**src/rtl/slow_clock_meter.sv**
```systemverilog
// Measures period and high time of an asynchronous slow clock in clk cycles,
// tracking lock and loss of the signal.
module slow_clock_meter #(
  parameter int F_CLK       = 50000000,
  parameter int MAX_PERIOD  = F_CLK,
  parameter int SYNC_STAGES = 2,
  localparam int W          = $clog2(MAX_PERIOD + 1)
) (
  input  logic         clk,
  input  logic         rst_n,
  input  logic         slow_in_i,
  output logic [W-1:0] period_o,
  output logic [W-1:0] high_time_o,
  output logic         period_valid_o,
  output logic         locked_o,
  output logic         lost_o
);

  localparam logic [W-1:0] MAXV = W'(MAX_PERIOD);
  localparam logic [W-1:0] ONE  = W'(1);

  typedef enum logic [1:0] {IDLE, ARMED, LOCKED, LOST} state_e;

  state_e                 state_q, state_d;
  logic [SYNC_STAGES-1:0] sync_q;
  logic                   prev_q;
  logic [W-1:0]           cnt_q, hcnt_q, hi_shadow_q;
  logic [W-1:0]           period_q, high_q;
  logic                   valid_q;
  logic                   s, rise, fall, upd, timeout;

  assign s       = sync_q[SYNC_STAGES-1];
  assign rise    = s & ~prev_q;
  assign fall    = ~s & prev_q;
  assign timeout = (cnt_q == MAXV);
  // A rise only yields a measurement when the previous edge is known and recent.
  assign upd     = rise && (state_q == ARMED || state_q == LOCKED);

  always_ff @(posedge clk or negedge rst_n) begin
    if (!rst_n) begin
      sync_q <= '0;
      prev_q <= 1'b0;
    end else begin
      sync_q <= {sync_q[SYNC_STAGES-2:0], slow_in_i};
      prev_q <= s;
    end
  end

  always_ff @(posedge clk or negedge rst_n) begin
    if (!rst_n) begin
      cnt_q       <= '0;
      hcnt_q      <= '0;
      hi_shadow_q <= '0;
      period_q    <= '0;
      high_q      <= '0;
      valid_q     <= 1'b0;
    end else begin
      if (rise)              cnt_q <= ONE;
      else if (cnt_q < MAXV) cnt_q <= cnt_q + ONE;

      if (rise)                    hcnt_q <= ONE;
      else if (s && hcnt_q < MAXV) hcnt_q <= hcnt_q + ONE;

      if (fall) hi_shadow_q <= hcnt_q;

      valid_q <= upd;
      if (upd) begin
        period_q <= cnt_q;
        high_q   <= hi_shadow_q;
      end
    end
  end

  always_ff @(posedge clk or negedge rst_n) begin
    if (!rst_n) state_q <= IDLE;
    else        state_q <= state_d;
  end

  // Rise takes priority over timeout so a period of exactly MAX_PERIOD is measured.
  always_comb begin
    state_d = state_q;
    case (state_q)
      IDLE:   if (rise) state_d = ARMED;
      ARMED:  if (rise) state_d = LOCKED;
              else if (timeout) state_d = LOST;
      LOCKED: if (rise) state_d = LOCKED;
              else if (timeout) state_d = LOST;
      LOST:   if (rise) state_d = ARMED;
      default: state_d = IDLE;
    endcase
  end

  always_comb begin
    locked_o       = (state_q == LOCKED);
    lost_o         = (state_q == LOST);
    period_valid_o = valid_q;
    period_o       = period_q;
    high_time_o    = high_q;
  end

endmodule
```
**config.mk**
```make
export PLATFORM = sky130hd
export DESIGN_NAME = slow_clock_meter
export DESIGN_NICKNAME = d
export VERILOG_FILES = /design/src/rtl/slow_clock_meter.sv
export SDC_FILE = /design/constraint.sdc
export NUM_CORES = 1
export LEC_CHECK = 0
export BUFFER_PORTS_ARGS = -buffer_cell sky130_fd_sc_hd__buf_2
export CELL_PAD_IN_SITES_DETAIL_PLACEMENT = 1
export CELL_PAD_IN_SITES_GLOBAL_PLACEMENT = 2
export CORE_MARGIN = 8
export CORE_UTILIZATION = 40
export CTS_CLUSTER_SIZE = 16
export DETAILED_ROUTE_END_ITERATION = 7
export PLACE_DENSITY_LB_ADDON = 0.05
export SLEW_MARGIN = 30
export SYNTH_ARGS = -nofsm -noshare
export SYNTH_HDL_FRONTEND = slang
export SYNTH_SLANG_ARGS = --single-unit
```
**constraint.sdc**
```tcl
create_clock -name clk -period 2.8 [get_ports clk]
set_input_delay 0.14 -clock clk [delete_from_list [all_inputs] [get_ports clk]]
set_output_delay 0.14 -clock clk [all_outputs]
set_load 0.01 [all_outputs]
```
### Word level (Yosys, flattened, before mapping)

Index checks and enable logic that the tools add are counted.

| operators by class | value |
|---|---|
| multiply operators | 0 |
| shift-type cells | 0 |
| reductions and logical operators | 9 |
| div/mod/pow operators | 0 |
| $lt $le $gt $ge | 2 |
| add/subtract/negate cells | 2 |
| muxes and demuxes | 8 |
| equality and inequality tests | 6 |
| bitwise logic cells | 4 |

Operators with widths:

| cell | count |
|---|---|
| $mux W26 | 4 |
| $add A26 B1 Y26 const B | 2 |
| $lt A26 B26 Y1 const B | 2 |
| $eq A26 B26 Y1 const B | 1 |
| $mux W2 | 3 |
| $eq A2 B2 Y1 const B | 2 |
| $pmux W2 S2 | 1 |
| $reduce_bool A2 Y1 | 2 |
| $reduce_or A2 Y1 | 2 |
| $ne A3 B1 Y1 const B | 1 |
| $and A1 B1 Y1 | 2 |
| $eq A2 B1 Y1 const B | 1 |
| $logic_and A1 B1 Y1 | 2 |
| $logic_not A2 Y1 | 1 |
| $ne A2 B1 Y1 const B | 1 |
| $not A1 Y1 | 2 |
| $reduce_and A2 Y1 | 1 |
| $logic_or A1 B1 Y1 | 1 |

| storage, ports and cells | value |
|---|---|
| input bits | 3 |
| RAM bits | 0 |
| output and inout port bits | 55 |
| memories kept | 0 |
| ROM bits | 0 |
| latch bits | 0 |
| flip-flop bits (word level) | 136 |
| word-level logic and storage cells | 40 |

### Depth between registers and ports, before layout

Gate-level depths: netlist (run 1).

| logic depth | value |
|---|---|
| depth in word-level cells | 4 |
| gate-level depth with buffers | 8 |
| mapped depth without buffers | 8 |

### Least setup slack after synthesis (run 1)

OpenSTA, ideal clock, no wires.

| path | value |
|---|---|
| kind | register to register |
| start | reg hcnt_q[7] |
| end | reg hcnt_q[19] |
| stages on the path, launching flop included | 9 |
| buffers on the path | 2 |
| library setup time | 0.078 ns |
| period minus slack after synthesis | 1.962 ns |
| setup slack | 0.838 ns |
| arrival | 1.884 ns |
| required time | 2.722 ns |
| path through | dfrtp_1 buf_2 nor3_2 o21ai_2 a211oi_4 o2111ai_2 buf_6 or3_1 a21oi_1 |

| on the way | value |
|---|---|
| cells in the longest elaborated chain, start to end | 3 |
| elaborated cells on any way between the ends | 6 |
| classes of those cells | add/sub: 1; order compare: 1; mux: 2; reduce/logical: 2 |

RTL lines:

| what | line | source |
|---|---|---|
| start, declared | 27 | `logic [W-1:0] cnt_q, hcnt_q, hi_shadow_q;` |
| start signal, assigned | 62 | `else if (s && hcnt_q < MAXV) hcnt_q <= hcnt_q + ONE;` |
| $add A26 B1 Y26 / $lt A26 B26 Y1 (equally long branches) | 62 |  |
| $mux W26 / $logic_and A1 B1 Y1 (equally long branches) | 62 |  |
| $mux W26 / $reduce_bool A2 Y1 (equally long branches) | -- |  |

Several ways; a longest one is shown, not always the timed one. The select of a mux whose other input is x is not followed.
A chain may end at the register's enable or synchronous reset.

### Final worst setup path (run 1)

| path | value |
|---|---|
| start | reg hcnt_q[13] |
| end | reg hcnt_q[15] |

Same word-level chain as after synthesis.

==> run_results.csv, run 1 <==
group,metric,value,unit
synth,synth.top_cell.area_share,57.3,%
run_status,status,"finished, final reports clean",
timing,fin_hold_ws,0.305,ns
timing,hold_violations,0,
clock_network,cts_max_path_buffers,2,
synth,synthTopCellsByArea,"dfrtp_1 (57%), mux2_2 (10%), mux2_1 (4.5%), xor2_1 (3.8%), nor2_1 (3.0%)",
final_layout,layout.cells.non_filler,749,
clock_network,cts_tree,"built",
worst_setup_path,r2r_cells,6,
worst_setup_path,cp_cell_sequence,"nand3_1 > nor3_1 > a211oi_4 > o2111ai_2 > or4_1 > a21oi_1",
drt,initialDrtViolationCount,166,
drt,final_antenna_net_count,0,
pwr,p_per_area,672,mW/mm2
drt,drt-vias-per-instance,5.38,
synth,synth_cells,488,
synth,ys_types,44,
placed_design,place_ws,0.629,ns
worst_setup_path,worstReg2RegEnd,"hcnt_q[15]$_DFFE_PN0P_",
final_layout,n_antenna_cell,0,
worst_setup_path,arrival,2.53,ns
worst_setup_path,cp_max_fo,16,
placed_design,dpl_cell_area,0.00648,mm2
worst_setup_path,crit_path_end_kind,"flop",
pwr,swShare,24.7,%
timing,tightest_slew,0.722,ns
synth,yosysMostFrequentCell,"dfrtp_1",
placed_design,numPortBuffers,57,
timing,clock_skew,0.00789,ns
clock_network,cts_sinks,136,
timing,finalMaxSlewViolations,0,
synth,syn_nets,496,
floorplan,die_x,138,um
floorplan,die_y,138,um
drt,post_drt_wl_per_cell,17.5,um
synth,synthTopCellsByCount,"dfrtp_1 (136), mux2_2 (54), nor2_1 (47)",
final_layout,area_growth,18.2,%
floorplan,die_area,0.0190,mm2
clock_network,path_clk_slew,0.05,ns
clock_network,cts_root_buffer,"clkbuf_16",
floorplan,core_area,0.0145,mm2
drt,vias,4030,
pwr,clkPwrFrac,42.5,%
timing,fin_setup_tns,0,ns
final_layout,drive_gt1_share,27.8,%
run,cap_violations,0,
synth,synth_edf_count,0,
placed_design,placed_cells,719,
worst_setup_path,slowest_stage,"or4_1",
synth,ys_warn_count,0,
timing,layout_setup_ws,0.608,ns
timing,fmaxAchievable,456,MHz
worst_setup_path,cp_slowest_stage_delay,0.54,ns
clock_network,cts_made_buffers,17,
synth,syn_area,0.00594,mm2
floorplan,io_pins,58,
worst_setup_path,required,3.14,ns
final_layout,utilization,48.3,%
pwr,power,4.72,mW
clock_network,cts.repair.resized,0,
floorplan,rows,44,
drt,drc_errors,0,
worst_setup_path,reg2reg_from,"hcnt_q[13]$_DFFE_PN0P_",
final_layout,fin_nets,564,
pwr,vdd_ir_drop_max,0.421,mV
worst_setup_path,r2r_slack,0.61,ns
drt,first_pass_iters,4,
global_route,antenna_found_initial,0,
drt,routed_wl,13.1,mm
pwr,p_seq_share,46.2,%
synth,syn_area_per_cell,12.2,um2
timing,setup_viol,0,
global_route,grt.overflow.total,0,
global_route,grt_pass1_vias,4242,
global_route,grt_max_degree,70,
pwr,power.leakage,3.42,nW
synth,seq_area_frac_synth,57.3,%
synth,async_flop_share,100,%
synth,ys_ff_latch,136,
global_route,gr-usage-all-layers,15.1,%
pwr,pwr-share-comb,11.2,%
pwr,p_int,3.56,mW
global_route,grt_pass1_wl,22.6,mm
timing,min_period,2.19,ns
timing,rsz0062_at_grt,"false",
worst_setup_path,critical_path_class,"flop to flop",
placed_design,place.gp.congestion,0.740,
final_layout,stdcell_area,0.00702,mm2
timing,slew_headroom,51.8,%
pwr,p_sw,1.17,mW
synth,synth_top_flop_cell,"dfrtp_1",
placed_design,hpwlAfterDp,9.08,mm
timing,min_period_over_period,78.3,%
clock_network,htreeDepth,4,
clock_network,clk_latency,0.41,ns
floorplan,start_util,40.9,%
worst_setup_path,critPathLaunchType,"flop",
min_path,hold_class,"input pin to async pin",
synth,synth_area_leader_cell,"dfrtp_1",
critical path, delay by kind of cell, from the launching register on:
| family | cells | cell delay (ns) |
|---|---|---|
| simple gates | 3 | 0.84 |
| flops | 1 | 0.43 |
| compound gates | 3 | 0.85 |
layout by cell type (no fill, tap or decap), drive strengths merged, types with 2 or more instances in the layout:
cell type	instances
a21oi	16
a31oi	2
and3	11
and4	5
buf	67
clkbuf	24
clkinv	2
dfrtp	136
dlygate4sd3	2
ha	5
inv	7
mux2	78
mux2i	2
nand2	21
nand2b	3
nand3	19
nand4	17
nor2	47
nor3	11
nor4	3
o2111ai	3
o211ai	6
o21a	3
o21ai	15
o31ai	5
or3	10
or3b	2
or4	4
xnor2	5
xor2	26
power by group through the flow:
stage          combinational (mW)  sequential, mW  clock [mW]
4_1_cts                     0.550            2.18        2.07
3_5_place_dp                0.543            2.22           0
3_3_place_gp                0.525            2.21           0
6_report                    0.530            2.18        2.01
2_1_floorplan               0.307            2.21           0
5_1_grt                     0.596            2.20        2.14
state kept, by name, summed over array words and instances (netlist names):
| register | cells |
|---|---|
| cnt_q | 26 |
| hcnt_q | 26 |
| hi_shadow_q | 26 |
| high_time_o | 26 |
| period_o | 26 |
| period_valid_o | 1 |
| prev_q | 1 |
| state_q | 2 |
| sync_q | 2 |
metal layers:
layer / wire length [um] / GRT usage (%) / vias up / part of all wire [%]
li1: - / - / 1881 / -
met1: 6540 / 21.4 / 2075 / 50
met2: 5920 / 22.0 / 59 / 45
met3: 483 / 3.59 / 15 / 3.7
met4: 201 / 5.55 / 0 / 1.5
met5: 0 / 0 / - / 0
worst max path at each step:
stage / from / cells after the start / end
global route: state_q[0]$_DFFE_PN0P_ / 8 / state_q[1]$_DFFE_PN0P_
CTS: hcnt_q[13]$_DFFE_PN0P_ / 6 / hcnt_q[15]$_DFFE_PN0P_
detailed placement: hcnt_q[13]$_DFFE_PN0P_ / 6 / hcnt_q[15]$_DFFE_PN0P_
global placement: hcnt_q[7]$_DFFE_PN0P_ / 6 / hcnt_q[24]$_DFFE_PN0P_
floorplan: hcnt_q[7]$_DFFE_PN0P_ / 8 / hcnt_q[19]$_DFFE_PN0P_
finish: hcnt_q[13]$_DFFE_PN0P_ / 6 / hcnt_q[15]$_DFFE_PN0P_
cell type report:
| type | instances | area (um2) |
|---|---|---|
| clock buffers | 24 | 472 |
| clock inverters | 4 | 47.5 |
| fillers | 1583 | 7510 |
| inverters | 7 | 26.3 |
| multi-input cells | 325 | 2430 |
| flip-flops and latches | 136 | 3400 |
| well taps | 184 | 230 |
| repair buffers | 69 | 412 |
cells by family after synthesis:
kind of cell | count (synthesis) | share of synthesized area [%]
AOI/OAI and AO/OA | 52 | 6.02
xor gates and xnor gates | 31 | 4.57
adders and majority gates | 5 | 1.05
buffers and inverters | 27 | 1.96
DFF | 136 | 57.3
muxes | 80 | 15.1
and+or+nand+nor | 157 | 14.0
what timing repair did:
action,in CTS,in global routing
buffers inserted,0,0
hold endpoints to repair,68,0
hold buffers,2,0
(Power assumes the default switching activity.)
==> run 2: changes to the inputs <==
--- a/config.mk
+++ b/config.mk
@@ -9,7 +9,7 @@
 export CELL_PAD_IN_SITES_DETAIL_PLACEMENT = 1
 export CELL_PAD_IN_SITES_GLOBAL_PLACEMENT = 2
 export CORE_MARGIN = 8
-export CORE_UTILIZATION = 40
+export CORE_UTILIZATION = 36
 export CTS_CLUSTER_SIZE = 16
 export DETAILED_ROUTE_END_ITERATION = 7
 export PLACE_DENSITY_LB_ADDON = 0.05
==> constraint.sdc (replaced) <==
create_clock -name clk -period 2 [get_ports clk]
set_input_delay 0.1 -clock clk [delete_from_list [all_inputs] [get_ports clk]]
set_output_delay 0.1 -clock clk [all_outputs]
set_load 0.01 [all_outputs]
==> run_results.csv, run 2 (synthesis gave the netlist of run 1 again) <==
group,metric,value,unit
placed_design,dpl_cell_area,0.00686,mm2
clock_network,cts_sinks,136,
final_layout,nFillCells,1753,
final_layout,final_cell_mix,"dfrtp_1 (134), buf_2 (56), mux2_2 (54), buf_4 (46), nor2_1 (45)",
worst_setup_path,cp_max_fo,6,
drt,drt-vias-per-instance,5.06,
timing,hold_violations,0,
final_layout,register_area,0.00341,mm2
clock_network,cts_root_buffer,"clkbuf_16",
worst_setup_path,required,2.34,ns
floorplan,die_area,0.0209,mm2
clock_network,cts_max_path_buffers,2,
run_status,status,"finished, final reports clean",
final_layout,stdcell_area,0.00759,mm2
global_route,gr-usage-all-layers,15.2,%
drt,initialDrtViolationCount,156,
min_path,hold_class,"input pin to async pin",
timing,finalMaxSlewViolations,0,
floorplan,die_y,144,um
drt,vias,4221,
worst_setup_path,crit_path_end_kind,"flop",
clock_network,path_clk_slew,0.06,ns
worst_setup_path,r2r_slack,0.01,ns
pwr,pwr-share-comb,13.1,%
pwr,vdd_ir_drop_max,0.570,mV
worst_setup_path,r2r_cells,8,
drt,first_pass_iters,4,
timing,min_period_over_period,99.3,%
drt,post_drt_wl_per_cell,17.8,um
timing,rsz0062_at_grt,"true",
pwr,p_per_area,901,mW/mm2
global_route,grt_max_degree,54,
worst_setup_path,slowest_stage,"dfrtp_1",
run,cap_violations,0,
worst_setup_path,critical_path_class,"flop to flop",
clock_network,htreeDepth,4,
clock_network,cts_tree,"built",
pwr,p_sw,1.78,mW
placed_design,place.gp.congestion,0.776,
timing,fmaxAchievable,504,MHz
timing,setup_viol,0,
global_route,grt.overflow.total,0,
timing,clock_skew,0.00740,ns
timing,tightest_slew,0.662,ns
worst_setup_path,cp_slowest_stage_delay,0.40,ns
placed_design,hpwlAfterDp,10.2,mm
worst_setup_path,crit_buf_inv,2,
placed_design,numPortBuffers,57,
drt,routed_wl,14.8,mm
timing,min_period,1.99,ns
clock_network,clk_latency,0.42,ns
floorplan,io_pins,58,
clock_network,cts_made_buffers,17,
final_layout,layout_commonest_cell,"dfrtp_1",
worst_setup_path,worstReg2RegEnd,"hcnt_q[9]$_DFFE_PN0P_",
final_layout,fin_nets,609,
final_layout,n_antenna_cell,0,
floorplan,die_x,144,um
pwr,power.leakage,3.75,nW
floorplan,rows,47,
drt,final_antenna_net_count,0,
floorplan,start_util,36.3,%
final_layout,area_growth,27.7,%
final_layout,multi_input_area,0.00254,mm2
global_route,grt_pass1_wl,24.6,mm
timing,fin_hold_ws,0.210,ns
worst_setup_path,reg2reg_from,"hcnt_q[7]$_DFFE_PN0P_",
pwr,p_seq_share,44.1,%
drt,drc_errors,0,
pwr,swShare,26.1,%
worst_setup_path,critical_path.top_delay_family,"compound AO/OA/AOI/OAI gates",
global_route,antenna_found_initial,0,
global_route,grt_pass1_vias,4576,
final_layout,drive_gt1_share,37.1,%
pwr,p_int,5.05,mW
worst_setup_path,critPathLaunchType,"flop",
floorplan,core_area,0.0163,mm2
timing,slew_headroom,55.7,%
worst_setup_path,cp_cell_sequence,"nor3_2 > o21ai_2 > a211oi_4 > o2111ai_2 > buf_12 > buf_8 > or3_4 > a21oi_2",
pwr,clkPwrFrac,42.8,%
worst_setup_path,arrival,2.33,ns
-- run 2: cell types whose count changed in the layout (fill, tap and decap cells not counted), sizes merged --
cell,before,now
buf,67,111
clkbuf,24,19
clkinv,2,7
clkinvlp,1,5
o211ai,6,7
-- run 2: final cells by class --
cell class / count / area share, %
clock buffer: 19 / 5.84
clock inverter: 13 / 1.40
inverter: 7 / 0.346
multi-input combinational: 326 / 33.4
sequential: 136 / 44.9
tap: 220 / 3.63
timing repair buffer: 113 / 10.5
-- run 2: how the worst max path moves through the flow --
| stage | start | end | slack, ns | depth (start not counted) |
|---|---|---|---|---|
| 2_1_floorplan | hcnt_q[7]$_DFFE_PN0P_ | hcnt_q[19]$_DFFE_PN0P_ | 0.04 | 8 |
| 3_3_place_gp | hcnt_q[9]$_DFFE_PN0P_ | hcnt_q[18]$_DFFE_PN0P_ | 0.05 | 7 |
| 3_5_place_dp | hcnt_q[9]$_DFFE_PN0P_ | hcnt_q[18]$_DFFE_PN0P_ | 0.005 | 7 |
| 4_1_cts | hcnt_q[9]$_DFFE_PN0P_ | hcnt_q[24]$_DFFE_PN0P_ | 0.009 | 7 |
| 5_1_grt | hcnt_q[8]$_DFFE_PN0P_ | hcnt_q[9]$_DFFE_PN0P_ | -0.04 | 8 |
| 6_report | hcnt_q[7]$_DFFE_PN0P_ | hcnt_q[9]$_DFFE_PN0P_ | 0.01 | 8 |
-- run 2: power groups by stage --
stage | sequential [mW] | combinational (mW) | clock [mW]
floorplan | 3.10 | 0.430 | 0
global placement | 3.06 | 0.900 | 0
detailed placement | 3.07 | 0.916 | 0
CTS | 3.02 | 0.922 | 3.02
global route | 3.04 | 0.999 | 3.13
finish | 3.02 | 0.894 | 2.93
-- run 2: layer usage --
layer  share of wire (%)  up-vias  GRT usage, %  wire (um)
met5                   0        -             0          0
met4                 1.5        0          5.91        223
met3                 3.1       17          3.30        465
met2                  46       58          23.0       6760
met1                  50     2164          20.7       7370
li1                    -     1982             -          -
-- run 2: worst register-to-register path, stage by stage (launching register included) --
cell and delay [ns]:
dfrtp_1 0.40, nor3_2 0.20, o21ai_2 0.10, a211oi_4 0.28
o2111ai_2 0.19, buf_12 0.17, buf_8 0.12, or3_4 0.32
a21oi_2 0.12
-- run 2: per-stage QoR --
stage | utilization (%) | setup TNS (ns) | setup slack [ns] | instances | total power, mW
floorplan | - | 0 | 0.0380 | 488 | 3.53
global placement | 41.9 | 0 | 0.0518 | 794 | 3.96
detailed placement | 41.9 | 0 | 0.00499 | 794 | 3.98
CTS | 45.5 | 0 | 0.00874 | 828 | 6.96
global route | 46.4 | -0.193 | -0.0418 | 834 | 7.17
finish | 46.4 | 0 | 0.0141 | 834 | 6.83
-- run 2: timing repair --
action | in CTS | in global routing
endpoints found under the hold margin | 49 | 0
endpoints found under the setup margin | 2 | 14
setup buffers | 0 | 5
gates resized for setup | 2 | 27
hold buffers | 2 | 0
cloned | 0 | 1
pin swaps | 0 | 12
==> run 3: changes to the inputs <==
--- a/config.mk
+++ b/config.mk
@@ -8,11 +8,13 @@
 export BUFFER_PORTS_ARGS = -buffer_cell sky130_fd_sc_hd__buf_2
 export CELL_PAD_IN_SITES_DETAIL_PLACEMENT = 1
 export CELL_PAD_IN_SITES_GLOBAL_PLACEMENT = 2
+export CORE_ASPECT_RATIO = 1.25
 export CORE_MARGIN = 8
 export CORE_UTILIZATION = 36
 export CTS_CLUSTER_SIZE = 16
 export DETAILED_ROUTE_END_ITERATION = 7
 export PLACE_DENSITY_LB_ADDON = 0.05
+export RECOVER_POWER = 25
 export SLEW_MARGIN = 30
 export SYNTH_ARGS = -nofsm -noshare
 export SYNTH_HDL_FRONTEND = slang
==> run_results.csv, run 3 (synthesis gave the netlist of run 1 again) <==
group,metric,value,unit
run_status,status,"finished, violations left",
run_status,failed_checks,"max-capacitance violations, negative setup slack",
worst_setup_path,required,2.35,ns
global_route,gr-usage-all-layers,14.9,%
clock_network,cts_made_buffers,17,
drt,drc_errors,0,
pwr,power.leakage,3.71,nW
final_layout,fin_nets,604,
placed_design,place.gp.congestion,0.767,
floorplan,die_x,131,um
placed_design,hpwlAfterDp,10.1,mm
drt,routed_wl,14.2,mm
worst_setup_path,cp_max_fo,5,
global_route,grt_pass1_wl,24.4,mm
drt,post_drt_wl_per_cell,17.2,um
floorplan,core_area,0.0162,mm2
worst_setup_path,crit_path_end_kind,"flop",
worst_setup_path,critical_path_class,"flop to flop",
placed_design,numPortBuffers,57,
pwr,power,7.32,mW
final_layout,drive_gt1_share,36.1,%
floorplan,io_pins,58,
timing,clock_skew,0.00631,ns
timing,hold_violations,0,
placed_design,place_ws,0.0156,ns
pwr,p_per_area,963,mW/mm2
final_layout,layout.cells.non_filler,825,
pwr,vdd_ir_drop_max,0.528,mV
clock_network,cts_sinks,136,
timing,rsz0062_at_grt,"true",
timing,setup_viol,1,
timing,min_period,2.01,ns
clock_network,cts_max_path_buffers,2,
worst_setup_path,critPathLaunchType,"flop",
drt,initialDrtViolationCount,154,
floorplan,start_util,36.7,%
drt,drt-vias-per-instance,5.08,
clock_network,path_clk_slew,0.06,ns
min_path,hold_start,"slow_in_i",
worst_setup_path,reg2reg_from,"hcnt_q[7]$_DFFE_PN0P_",
global_route,grt_pass1_vias,4790,
placed_design,placed_cells,788,
timing,layout_setup_ws,-0.0113,ns
global_route,grt_max_degree,56,
clock_network,htreeDepth,4,
worst_setup_path,slowest_stage,"or4_1",
final_layout,utilization,47.0,%
floorplan,rows,52,
worst_setup_path,cp_slowest_stage_delay,0.50,ns
worst_setup_path,crit_path_start,"hcnt_q[7]$_DFFE_PN0P_",
floorplan,die_y,160,um
final_layout,layout_commonest_cell,"dfrtp_1",
drt,first_pass_iters,4,
clock_network,cts_root_buffer,"clkbuf_16",
global_route,antenna_found_initial,0,
final_layout,area_growth,28.1,%
floorplan,die_area,0.0209,mm2
clock_network,clk_latency,0.42,ns
timing,tightest_slew,1.49,ns
timing,fin_setup_tns,-0.0113,ns
worst_setup_path,arrival,2.36,ns
timing,min_period_over_period,101,%
final_layout,n_antenna_cell,0,
min_path,hold_class,"input pin to flop",
clock_network,cts_tree,"built",
final_layout,final_cell_mix,"dfrtp_1 (136), buf_2 (56), mux2_2 (54), nor2_1 (46), buf_4 (42)",
timing,fmaxAchievable,497,MHz
drt,vias,4188,
timing,slew_headroom,0.834,%
drt,final_antenna_net_count,0,
final_layout,nFillCells,1713,
run,cap_violations,1,
worst_setup_path,cp_cell_sequence,"nor3_2 > o21ai_2 > a211oi_4 > buf_6 > o211ai_2 > or4_1 > a21oi_1",
global_route,grt.overflow.total,0,
timing,finalMaxSlewViolations,0,
## run 3: cell type report
type | instances | area, um2 | area share (%)
multi-input cells | 325 | 2510 | 33.0
inverters | 7 | 26.3 | 0.345
clock inverters | 10 | 165 | 2.17
clock buffers | 22 | 484 | 6.36
well taps | 216 | 270 | 3.55
flip-flops and latches | 136 | 3400 | 44.7
repair buffers | 109 | 746 | 9.80
## run 3: per-stage QoR
stage,instance area [um2],hold WS (ns)
3_3_place_gp,6840,0.110
4_1_cts,7510,0.239
2_1_floorplan,5940,-0.196
5_1_grt,7610,0.307
6_report,7610,0.322
3_5_place_dp,6840,0.116
## run 3: repair_timing
action	4_1_cts	5_1_grt
setup buffers	0	3
hold endpoints to repair	53	0
hold buffers	2	0
gates resized for setup	0	21
pin swaps	0	9
setup endpoints to repair	1	19
## run 3: critical path, delay by kind of cell, from the launching register on
kind                   cells  cell delay, ns
AOI/OAI and AO/OA          4            0.70
buffers and inverters      1            0.16
DFF                        1            0.40
and+or+nand+nor            2            0.69
## run 3: final timing paths
check / to / slack, ns / cells after the start
max: hcnt_q[24]$_DFFE_PN0P_ / -0.01 / 7
min: sync_q[0]$_DFF_PN0_ / 0.32 / 2
max reg2reg: hcnt_q[24]$_DFFE_PN0P_ / -0.01 / 7
min reg2reg: sync_q[1]$_DFF_PN0_ / 0.38 / 0
max in group asynchronous: cnt_q[25]$_DFFE_PN0P_ / 0.43 / 3
min in group asynchronous: high_time_o[7]$_DFFE_PN0P_ / 0.59 / 2
## run 3: per-layer routing
metal / up-vias / share of wire, % / routed length [um] / track usage [%]
li1: 1961 / - / - / -
met1: 2162 / 40 / 5740 / 16.4
met2: 47 / 55 / 7830 / 26.8
met3: 18 / 2.7 / 380 / 3.47
met4: 0 / 1.7 / 247 / 5.70
met5: - / 0 / 0 / 0
## run 3: where the power goes
| group | internal [mW] | total (mW) | switching (mW) |
|---|---|---|---|
| Sequential | 2.91 | 3.02 | 0.114 |
| Clock | 2.22 | 3.41 | 1.19 |
| Combinational | 0.406 | 0.888 | 0.482 |
